## config.mk

```make
export PLATFORM = sky130hd
export DESIGN_NAME = conm_test_ctrl
export DESIGN_NICKNAME = d
export VERILOG_FILES = /design/src/rtl/conm_test_ctrl_pkg.sv /design/src/rtl/conm_test_fifo.sv /design/src/rtl/conm_test_ctrl.sv
export SDC_FILE = /design/constraint.sdc
export NUM_CORES = 1
export LEC_CHECK = 0
export BUFFER_PORTS_ARGS = -buffer_cell sky130_fd_sc_hd__buf_4
export CAP_MARGIN = 40
export CORE_AREA = 10 10 183 185
export DETAILED_ROUTE_END_ITERATION = 6
export DIE_AREA = 0 0 193 195
export GPL_TIMING_DRIVEN = 1
export PLACE_DENSITY = 0.62
export SLEW_MARGIN = 20
export SYNTH_ARGS = -nofsm -noshare
export SYNTH_HDL_FRONTEND = slang
export SYNTH_SLANG_ARGS = --single-unit
```

## constraint.sdc

```tcl
create_clock -name clk -period 3.1 [get_ports clk]
set_input_delay 0.31 -clock clk [delete_from_list [all_inputs] [get_ports clk]]
set_output_delay 0.31 -clock clk [all_outputs]
set_load 0.02 [all_outputs]
```

## src/rtl/conm_test_ctrl_pkg.sv

```systemverilog
// Shared definitions for the CoNM test-control device: register offsets and verdict states.
package conm_test_ctrl_pkg;

  localparam logic [4:0] TC_TOHOST = 5'h00;
  localparam logic [4:0] TC_CYC_LO = 5'h04;
  localparam logic [4:0] TC_CYC_HI = 5'h08;
  localparam logic [4:0] TC_LIMIT  = 5'h0C;
  localparam logic [4:0] TC_CHAR   = 5'h10;
  localparam logic [4:0] TC_STATUS = 5'h14;

  typedef enum logic [1:0] {
    TC_RUN  = 2'd0,
    TC_PASS = 2'd1,
    TC_FAIL = 2'd2,
    TC_TOUT = 2'd3
  } tc_state_e;

  // Registers are word-aligned; the two byte-lane bits never select anything.
  function automatic logic [4:0] tc_word_addr(input logic [4:0] byte_addr);
    return {byte_addr[4:2], 2'b00};
  endfunction

endpackage

```

## src/rtl/conm_test_fifo.sv

```systemverilog
// 8-bit synchronous console FIFO; a push into a full FIFO is taken only alongside a pop.
module conm_test_fifo #(
  parameter int DEPTH = 4
) (
  input  logic                   clk,
  input  logic                   rst,
  input  logic                   push,
  input  logic                   pop,
  input  logic [7:0]             din,
  output logic [7:0]             dout,
  output logic                   full,
  output logic                   empty,
  output logic [$clog2(DEPTH):0] count
);

  localparam int AW = $clog2(DEPTH);

  logic [7:0]    mem_q [DEPTH];
  logic [AW-1:0] wr_ptr_q, rd_ptr_q;
  logic [AW:0]   count_q;
  logic          do_push, do_pop;

  assign empty   = (count_q == '0);
  assign full    = (count_q == (AW+1)'(DEPTH));
  assign do_pop  = pop && !empty;
  assign do_push = push && (!full || do_pop);
  assign dout    = empty ? 8'h00 : mem_q[rd_ptr_q];
  assign count   = count_q;

  // NOTE: sequential state uses non-blocking assignments so every register samples pre-edge values.
  always_ff @(posedge clk) begin
    if (rst) begin
      wr_ptr_q <= '0;
      rd_ptr_q <= '0;
      count_q  <= '0;
    end else begin
      if (do_push) wr_ptr_q <= wr_ptr_q + AW'(1);
      if (do_pop)  rd_ptr_q <= rd_ptr_q + AW'(1);
      case ({do_push, do_pop})
        2'b10:   count_q <= count_q + (AW+1)'(1);
        2'b01:   count_q <= count_q - (AW+1)'(1);
        default: count_q <= count_q;
      endcase
    end
  end

  // NOTE: storage is deliberately not reset; count_q alone decides which entries are valid.
  always_ff @(posedge clk) begin
    if (do_push) mem_q[wr_ptr_q] <= din;
  end

endmodule

```

## src/rtl/conm_test_ctrl.sv

```systemverilog
// Bus-mapped test controller: sticky pass/fail/timeout verdict, frozen cycle counter, console byte stream.
module conm_test_ctrl
  import conm_test_ctrl_pkg::*;
#(
  parameter int          FIFO_DEPTH      = 4,
  parameter logic [31:0] TIMEOUT_DEFAULT = 32'd2500
) (
  input  logic        clk,
  input  logic        rst,
  input  logic        req,
  input  logic        we,
  input  logic [4:0]  addr,
  input  logic [31:0] wdata,
  output logic [31:0] rdata,
  output logic        ack,
  output logic [7:0]  tx_data,
  output logic        tx_valid,
  input  logic        tx_ready,
  output logic        done,
  output logic        pass,
  output logic        timeout,
  output logic [30:0] fail_num
);

  localparam int CW = $clog2(FIFO_DEPTH) + 1;

  tc_state_e   state_q, state_d;
  logic [63:0] cycle_q, cycle_d;
  logic [31:0] limit_q, limit_d;
  logic [31:0] cyc_hi_q, cyc_hi_d;
  logic [30:0] fail_num_q, fail_num_d;
  logic [31:0] rdata_q, rdata_d;
  logic        ack_q, ack_d;

  logic [4:0]    reg_addr;
  logic          addr_unused;
  logic          is_char_wr, accept;
  logic          tohost_pass, tohost_fail;
  logic          fifo_push, fifo_pop, fifo_full, fifo_empty;
  logic [CW-1:0] fifo_count;
  logic [3:0]    count4;

  assign reg_addr    = tc_word_addr(addr);
  assign addr_unused = ^addr[1:0];
  assign is_char_wr  = we && (reg_addr == TC_CHAR);
  assign fifo_pop    = tx_valid && tx_ready;
  // A CHAR write into a full FIFO stalls unless a byte leaves on the same edge.
  assign accept      = req && !ack_q && !(is_char_wr && fifo_full && !fifo_pop);
  assign fifo_push   = accept && is_char_wr;
  assign count4      = 4'(fifo_count);

  conm_test_fifo #(.DEPTH(FIFO_DEPTH)) u_fifo (
    .clk   (clk),
    .rst   (rst),
    .push  (fifo_push),
    .pop   (fifo_pop),
    .din   (wdata[7:0]),
    .dout  (tx_data),
    .full  (fifo_full),
    .empty (fifo_empty),
    .count (fifo_count)
  );

  assign tx_valid = !fifo_empty;
  assign done     = (state_q != TC_RUN);
  assign pass     = (state_q == TC_PASS);
  assign timeout  = (state_q == TC_TOUT);
  assign fail_num = fail_num_q;
  assign rdata    = rdata_q;
  assign ack      = ack_q;

  // NOTE: every signal driven here gets a default first, so no path can infer a latch.
  always_comb begin
    state_d     = state_q;
    cycle_d     = cycle_q;
    limit_d     = limit_q;
    cyc_hi_d    = cyc_hi_q;
    fail_num_d  = fail_num_q;
    rdata_d     = '0;
    ack_d       = accept;
    tohost_pass = 1'b0;
    tohost_fail = 1'b0;

    if (state_q == TC_RUN) cycle_d = cycle_q + 64'd1;

    if (accept) begin
      if (we) begin
        if (reg_addr == TC_TOHOST && wdata[0] && state_q == TC_RUN) begin
          tohost_pass = (wdata == 32'd1);
          tohost_fail = (wdata != 32'd1);
        end
        if (reg_addr == TC_LIMIT && state_q == TC_RUN) limit_d = wdata;
      end else begin
        case (reg_addr)
          TC_TOHOST: rdata_d = {fail_num_q, pass};
          TC_CYC_LO: begin
            rdata_d  = cycle_q[31:0];
            cyc_hi_d = cycle_q[63:32];
          end
          TC_CYC_HI: rdata_d = cyc_hi_q;
          TC_LIMIT:  rdata_d = limit_q;
          TC_STATUS: rdata_d = {20'd0, count4, 5'd0, timeout, pass, done};
          default:   rdata_d = '0;
        endcase
      end
    end

    // A firmware verdict on the same edge as the watchdog hit takes priority.
    if (state_q == TC_RUN) begin
      if (tohost_pass) begin
        state_d = TC_PASS;
      end else if (tohost_fail) begin
        state_d    = TC_FAIL;
        fail_num_d = wdata[31:1];
      end else if (limit_q != 32'd0 && cycle_q[31:0] >= limit_q) begin
        state_d = TC_TOUT;
      end
    end
  end

  always_ff @(posedge clk) begin
    if (rst) begin
      state_q    <= TC_RUN;
      cycle_q    <= '0;
      limit_q    <= TIMEOUT_DEFAULT;
      cyc_hi_q   <= '0;
      fail_num_q <= '0;
      rdata_q    <= '0;
      ack_q      <= 1'b0;
    end else begin
      state_q    <= state_d;
      cycle_q    <= cycle_d;
      limit_q    <= limit_d;
      cyc_hi_q   <= cyc_hi_d;
      fail_num_q <= fail_num_d;
      rdata_q    <= rdata_d;
      ack_q      <= ack_d;
    end
  end

endmodule
```

# Word level (Yosys, flattened, before mapping)
# Memory sizes are Yosys's and may differ from the RTL's. A register that Yosys moved wholly into a read port is not among the register bits.
# Cells that the tools add are included.
classes:
  n_addsub: 5
  n_mul: 0
  div_mod_pow: 0
  magnitude_cmp: 1
  n_eq_ne: 12
  shift: 0
  n_mux: 16
  bitwise_logic: 3
  reduce_logical: 31
op_table:
  columns: ["cell", "count"]
  rows:
  - ["case mux 32 bit (5 select lines)", 1]
  - ["adder 64 x 1 -> 64 bit (second input constant)", 1]
  - ["equality test 32 x 1 -> 1 bit (second input constant)", 1]
  - [">= comparator 32 bit", 1]
  - ["inequality test 32 x 1 -> 1 bit (second input constant)", 1]
  - ["nonzero test 32 bit", 1]
  - ["logical AND 1 bit", 13]
  - ["2-to-1 mux 2 bit", 5]
  - ["equality test 3 bit (second input constant)", 3]
  - ["AND reduction 3 bit", 3]
  - ["2-to-1 mux 1 bit", 8]
  - ["2-to-1 mux 8 bit", 1]
  - ["equality test 3 x 2 -> 1 bit (second input constant)", 2]
  - ["case mux 3 bit (2 select lines)", 1]
  - ["zero test 1 bit", 5]
  - ["zero test 5 bit", 1]
  - ["adder 2 x 1 -> 2 bit (second input constant)", 2]
  - ["equality test 2 x 1 -> 1 bit (second input constant)", 2]
  - ["equality test 2 bit (second input constant)", 2]
  - ["nonzero test 2 bit", 2]
  - ["adder 3 x 1 -> 3 bit (second input constant)", 1]
  - ["equality test 3 x 1 -> 1 bit (second input constant)", 1]
  - ["zero test 3 bit", 1]
  - ["NOT 1 bit", 3]
  - ["other kinds (6)", 6]
totals:
  reg_bits: 201
  latchBits: 0
  ramBits: 32
  romBits: 0
  input_bits: 42
  out_inout_bits: 76
  word_cells: 79
  n_memories: 1
mem_list:
  columns: ["name", "words", "word_bits", "read_ports", "rd_ports_with_merged_regs", "wr", "line", "text"]
  rows:
  - ["u_fifo.mem_q", 4, 8, 1, 1, 1, "conm_test_fifo.sv:18", "logic [7:0] mem_q [DEPTH];"]

# Longest topological paths before layout
depth:
  ltp_word: 11
  depth_mapped: 11

# Cells and area by module
# A second synthesis with hierarchy kept.
hier_totals:
  cells_unflattened: 1121
  area_unflattened_um2: 10468.8
by_module_without_submodules:
  columns: ["module", "instances", "cells_each", "area_each_um2"]
  rows:
  - ["conm_test_ctrl", 1, 1016, 8762.2]
  - ["conm_test_fifo", 1, 105, 1706.6]

# Worst setup path after synthesis
# No wires, ideal clock.
synth_timing:
  path_kind: "flip-flop to flip-flop"
  startpoint: "register u_fifo.count_q[0], in the netlist u_fifo.count[0]"
  endpoint: "register u_fifo.count_q[2], in the netlist u_fifo.count[2]"
  t_arrival_ps: 2199
  required_time_ps: 3030
  path_slack_ps: 831
  path_stages_with_launch: 10
  path_buffers: 1
  period_less_slack_ps: 2269
  cell_sequence: "dfxtp_1 > or3_1 > clkbuf_1 > and2_1 > ha_1 > inv_1 > fa_1 > xor2_1 > or3_1 > a21oi_1"
synth_via:
  elab_cells_between_ends: 20
  classes_between: "add/sub: 2; eq/ne: 3; mux: 1; reduce/logical: 14"
synth_lines:
  columns: ["element", "line", "text"]
  rows:
  - ["start: declaration", "conm_test_fifo.sv:20", "logic [AW:0] count_q;"]
  - ["start signal: assignment", "conm_test_fifo.sv:40", "2'b10: count_q <= count_q + (AW+1)'(1);"]
  - ["start signal: assignment", "conm_test_fifo.sv:41", "2'b01: count_q <= count_q - (AW+1)'(1);"]
  - ["start signal: assignment", "conm_test_fifo.sv:42", "default: count_q <= count_q;"]
  - ["zero test 3 bit *", "conm_test_fifo.sv:23", "assign empty = (count_q == '0);"]
  - ["zero test 1 bit *", "conm_test_ctrl.sv:64", "assign tx_valid = !fifo_empty;"]
  - ["net tx_valid", "conm_test_ctrl.sv:17", "output logic tx_valid,"]
  - ["logical AND 1 bit", "conm_test_ctrl.sv:46", "assign fifo_pop = tx_valid && tx_ready;"]
  - ["logical AND 1 bit *", "conm_test_fifo.sv:25", "assign do_pop = pop && !empty;"]
  - ["net u_fifo.do_pop", "conm_test_fifo.sv:21", "logic do_push, do_pop;"]
  - ["logical OR 1 bit", "conm_test_fifo.sv:26", "assign do_push = push && (!full || do_pop);"]
  - ["logical AND 1 bit", "conm_test_fifo.sv:26", null]
  - ["equality test 2 x 1 -> 1 bit or equality test 2 bit (tied branches)", "conm_test_fifo.sv:39", "case ({do_push, do_pop})"]
  - ["case mux 3 bit (2 select lines) or nonzero test 2 bit (tied branches)", null, null]
# The timed path passes the listed nets; every way through them passes the cells marked *.
# A chain may end at the register's enable or synchronous reset.

==> results by group <==
Status
  – Status: finished clean

Synthesis
  – Mapped Area: 10600 um2
  – Post-synth top area share: 38.4%
  – Synth area leader: dfxtp_1
  – Yosys reg bits: 235
  – Syn. warnings: 0
  – Top_reg_cell synth: dfxtp_1
  – Synth cell types: 63
  – Sequential share of the synthesized area: 47.4%
  – Syn_nets: 1225
  – EDFF count, synth: 32
  – Syn_area_per_cell: roughly 9.3 um2
  – Post-Syn Instances: 1144
  – Most frequent cell after synthesis: dfxtp_1
  – Asr flop ratio synth: 0%
  – Most common library cells after synthesis: dfxtp_1 (203), nand2_1 (155), nor2_1 (115)
  – Top cells by area, synth: dfxtp_1 (38%), edfxtp_1 (9.1%), nand2_1 (5.5%), a21oi_1 (5.1%), ha_1 (4.5%)

Layout
  – Util after Layout: 42.1%
  – Finished Layout Cells: 1653
  – Ant diodes: 0
  – Fillcell total: 2982
  – Synthesis-to-layout area growth: 19.4%
  – Final layout net count: 1320
  – Final instance area: 12600 um2
  – FF+latch area: ~5000 um2
  – Multi-input logic area: around 5100 um2
  – Share of layout cells above drive strength 1: 16.9%

Pwr
  – Power Internal: 5.02 mW
  – Lkg Pwr: 4.84 nW
  – Reg power frac: a little under half
  – Overall power: 6.51 mW
  – Net switching power: 1.48 mW
  – Clock share of power: 47.6%
  – Worst vdd ir: 0.315 mV
  – Gate power share: 4.4%
  – Sw frac: roughly 23%
  – PwrDens: approximately 510 nW/um2

Drt
  – Vias/cell: between 5 and 6
  – Vias: 8648
  – Routed WL per cell: roughly 18 um
  – Final ANT Viol Nets: 0
  – Starting DRT DRC Count: 554
  – WL final: between 30000 and 40000 um
  – DRT Pass-1 Iters: 5
  – Residual DRC: 0

Clocking
  – Clock slew at reported path FFs: 0.07 ns
  – CTS Buf Count: 25
  – Clock Path Buffers: 3
  – Cts repair resizes: 0
  – Worst-Skew Late Latency: 0.52 ns
  – CTS tree: built
  – H-tree depth: 1
  – CTS root buf: clkbuf_16
  – CTS sink count: 235
  – Post-CTS Setup Inserts: 0
  – Hold_buf cts: 0

Setup path
  – CP endpoint kind: primary output
  – Critical path class: reg -> out
  – Worst-path cell chain: mux4_2 -> and2_1 -> buf_4
  – Reg-to-reg endpoint: limit_q[15]
  – R2R setup slack: 0.68 ns
  – Reg2reg path depth: 7
  – Slowest stage delay, CP: approximately 0.70 ns
  – Critical Path RT: 2.79 ns
  – Worst Path Buf+Inv: 1
  – WP data arrival: 2.14 ns
  – Reg2reg start: u_fifo.count[0]
  – Crit path max fanout: 8
  – Critical path's top delay family: flip-flops
  – Crit path max-delay cell type: dfxtp_1
  – Setup crit start kind: register

Timing
  – Final setup TNS: 0 ns
  – Final setup viols: 0
  – RSZ-0062 raised after global routing: no
  – Final hold viol count: 0
  – Final Skew: ~0.008 ns
  – Tightest Pin Transition: 0.777 ns
  – Fin. max-slew vios: 0
  – Final period util: a little under 80%
  – Max-Slew Margin vs Limit: 48.0%
  – Peak Freq: about 0.41 GHz
  – Tmin final: 2.45 ns
  – Hold slack: 0.0175 ns
  – Setup WS post-layout: around 0.65 ns

Floorplanning
  – Core ar.: 30000 um2
  – Die area: 37600 um2
  – Die height: 195 um
  – Io pins: about 120
  – Die width: a little under 200 um
  – Initial Util: a little over a third
  – Row count: 64

Global route
  – Pin count of the biggest net entering global routing: 60
  – Overflow after GRT: 0
  – Number of global-route vias before repair: 8493
  – Initial antenna violation count: 0
  – First-pass GRT wire length: 47200 um
  – Total GRT Usage: 15.5%

Run
  – Max Cap Viol: 0

Placed design
  – Placed inst area: 11800 um2
  – Number of I/O port buffers: ~120
  – GP Congestion: between 0.8 and 0.9
  – Place WS: 0.660 ns
  – Dpl hpwl: 21400 um
  – Post-Place Cells: 1608

Min path
  – Start point of the worst hold path: wdata[11]
  – Hold Crit Class: in -> reg
  – Sink of the worst hold path: limit_q[11]
  – Worst Hold Path Cells: 2
[layout by cell type, fill, tap and decap left out, types with 3 or more instances in the layout]
cell,netlist,routed
xor2_1,38,38
and4_1,8,8
mux2i_1,37,37
a21o_1,5,5
a211o_1,5,5
a222oi_1,6,6
clkbuf_16,0,25
nor4_1,22,21
xnor2_1,15,15
buf_4,1,135
nand3b_1,3,3
nor3_1,10,10
clkinv_4,0,4
a21oi_1,108,108
dfxtp_1,203,203
or2_2,3,3
ha_1,38,38
inv_1,45,45
and2_1,17,17
clkinvlp_4,0,6
nand2_1,155,155
a22oi_1,52,52
nor2b_1,9,7
o21ai_0,27,27
nand4_1,34,34
mux4_2,8,8
and4_4,3,3
nand3_1,23,23
nand4_2,3,3
clkbuf_8,2,3
edfxtp_1,32,32
nor2_1,115,114
and3_1,9,9
or3_1,11,10
bufinv_16,0,3
nand2b_1,4,4
[power groups by stage]
stage / clock [mW] / sequential (mW) / combinational, mW
global route: 3.27 / 3.12 / 0.308
global placement: 0 / 3.19 / 0.280
floorplan: 0 / 3.19 / 0.154
CTS: 3.16 / 3.12 / 0.284
detailed placement: 0 / 3.19 / 0.283
finish: 3.10 / 3.12 / 0.284
[routing by layer]
| metal | share of wire [%] | wire (um) | GRT usage (%) |
|---|---|---|---|
| met5 | 0 | 0 | 0 |
| met4 | 2.1 | 642 | 4.56 |
| met3 | 4.7 | 1430 | 2.00 |
| met2 | 49 | 14800 | 26.3 |
| met1 | 44 | 13300 | 19.9 |
[how the worst max path moves through the flow]
| stage | from | end | slack, ns | cells after the start |
|---|---|---|---|---|
| global route | u_fifo.count[0] | limit_q[22] | 0.43 | 7 |
| finish | register | tx_data[4] | 0.65 | 3 |
| CTS | register | tx_data[6] | 0.59 | 3 |
| global placement | addr[2] | limit_q[28] | 0.66 | 8 |
| detailed placement | addr[2] | limit_q[15] | 0.66 | 8 |
| floorplan | u_fifo.count[0] | u_fifo.count[2] | 0.83 | 9 |
[cell type report]
type	instances	share of cell area, %
Clock buffer	30	5.34
Sequential cell	235	39.7
Timing Repair Buffer	135	8.02
Tap cell	396	3.92
Clock inverter	15	1.45
Multi-Input combinational cell	797	40.2
Inverter	45	1.34
[worst register-to-register path: stages, from the launching register on]
cell,delay (ns)
dfxtp_1,0.44
nor4b_1,0.10
a41oi_1,0.36
nand3_1,0.20
nor2b_2,0.66
buf_4,0.38
nand2_1,0.09
a21oi_1,0.12
[registers in the layout, summed over array words and instances, names as in the netlist, named ones only]
name             flops
rdata               32
u_fifo.wr_ptr_q      2
fail_num            31
state_q              2
cycle_q             64
ack                  1
cyc_hi_q            32
u_fifo.count         3
limit_q             32
u_fifo.rd_ptr_q      2
u_fifo.mem_q        32
[cell families after synthesis]
kind of cell / share of synthesized area, %
buffers and inverters: 4.78
adders and majority gates: 4.68
xor gates and xnor gates: 4.38
DFF: 47.4
and+or+nand+nor: 21.1
muxes: 5.30
AOI/OAI and AO/OA: 12.3
No activity file was read; power rests on OpenSTA's default activity.
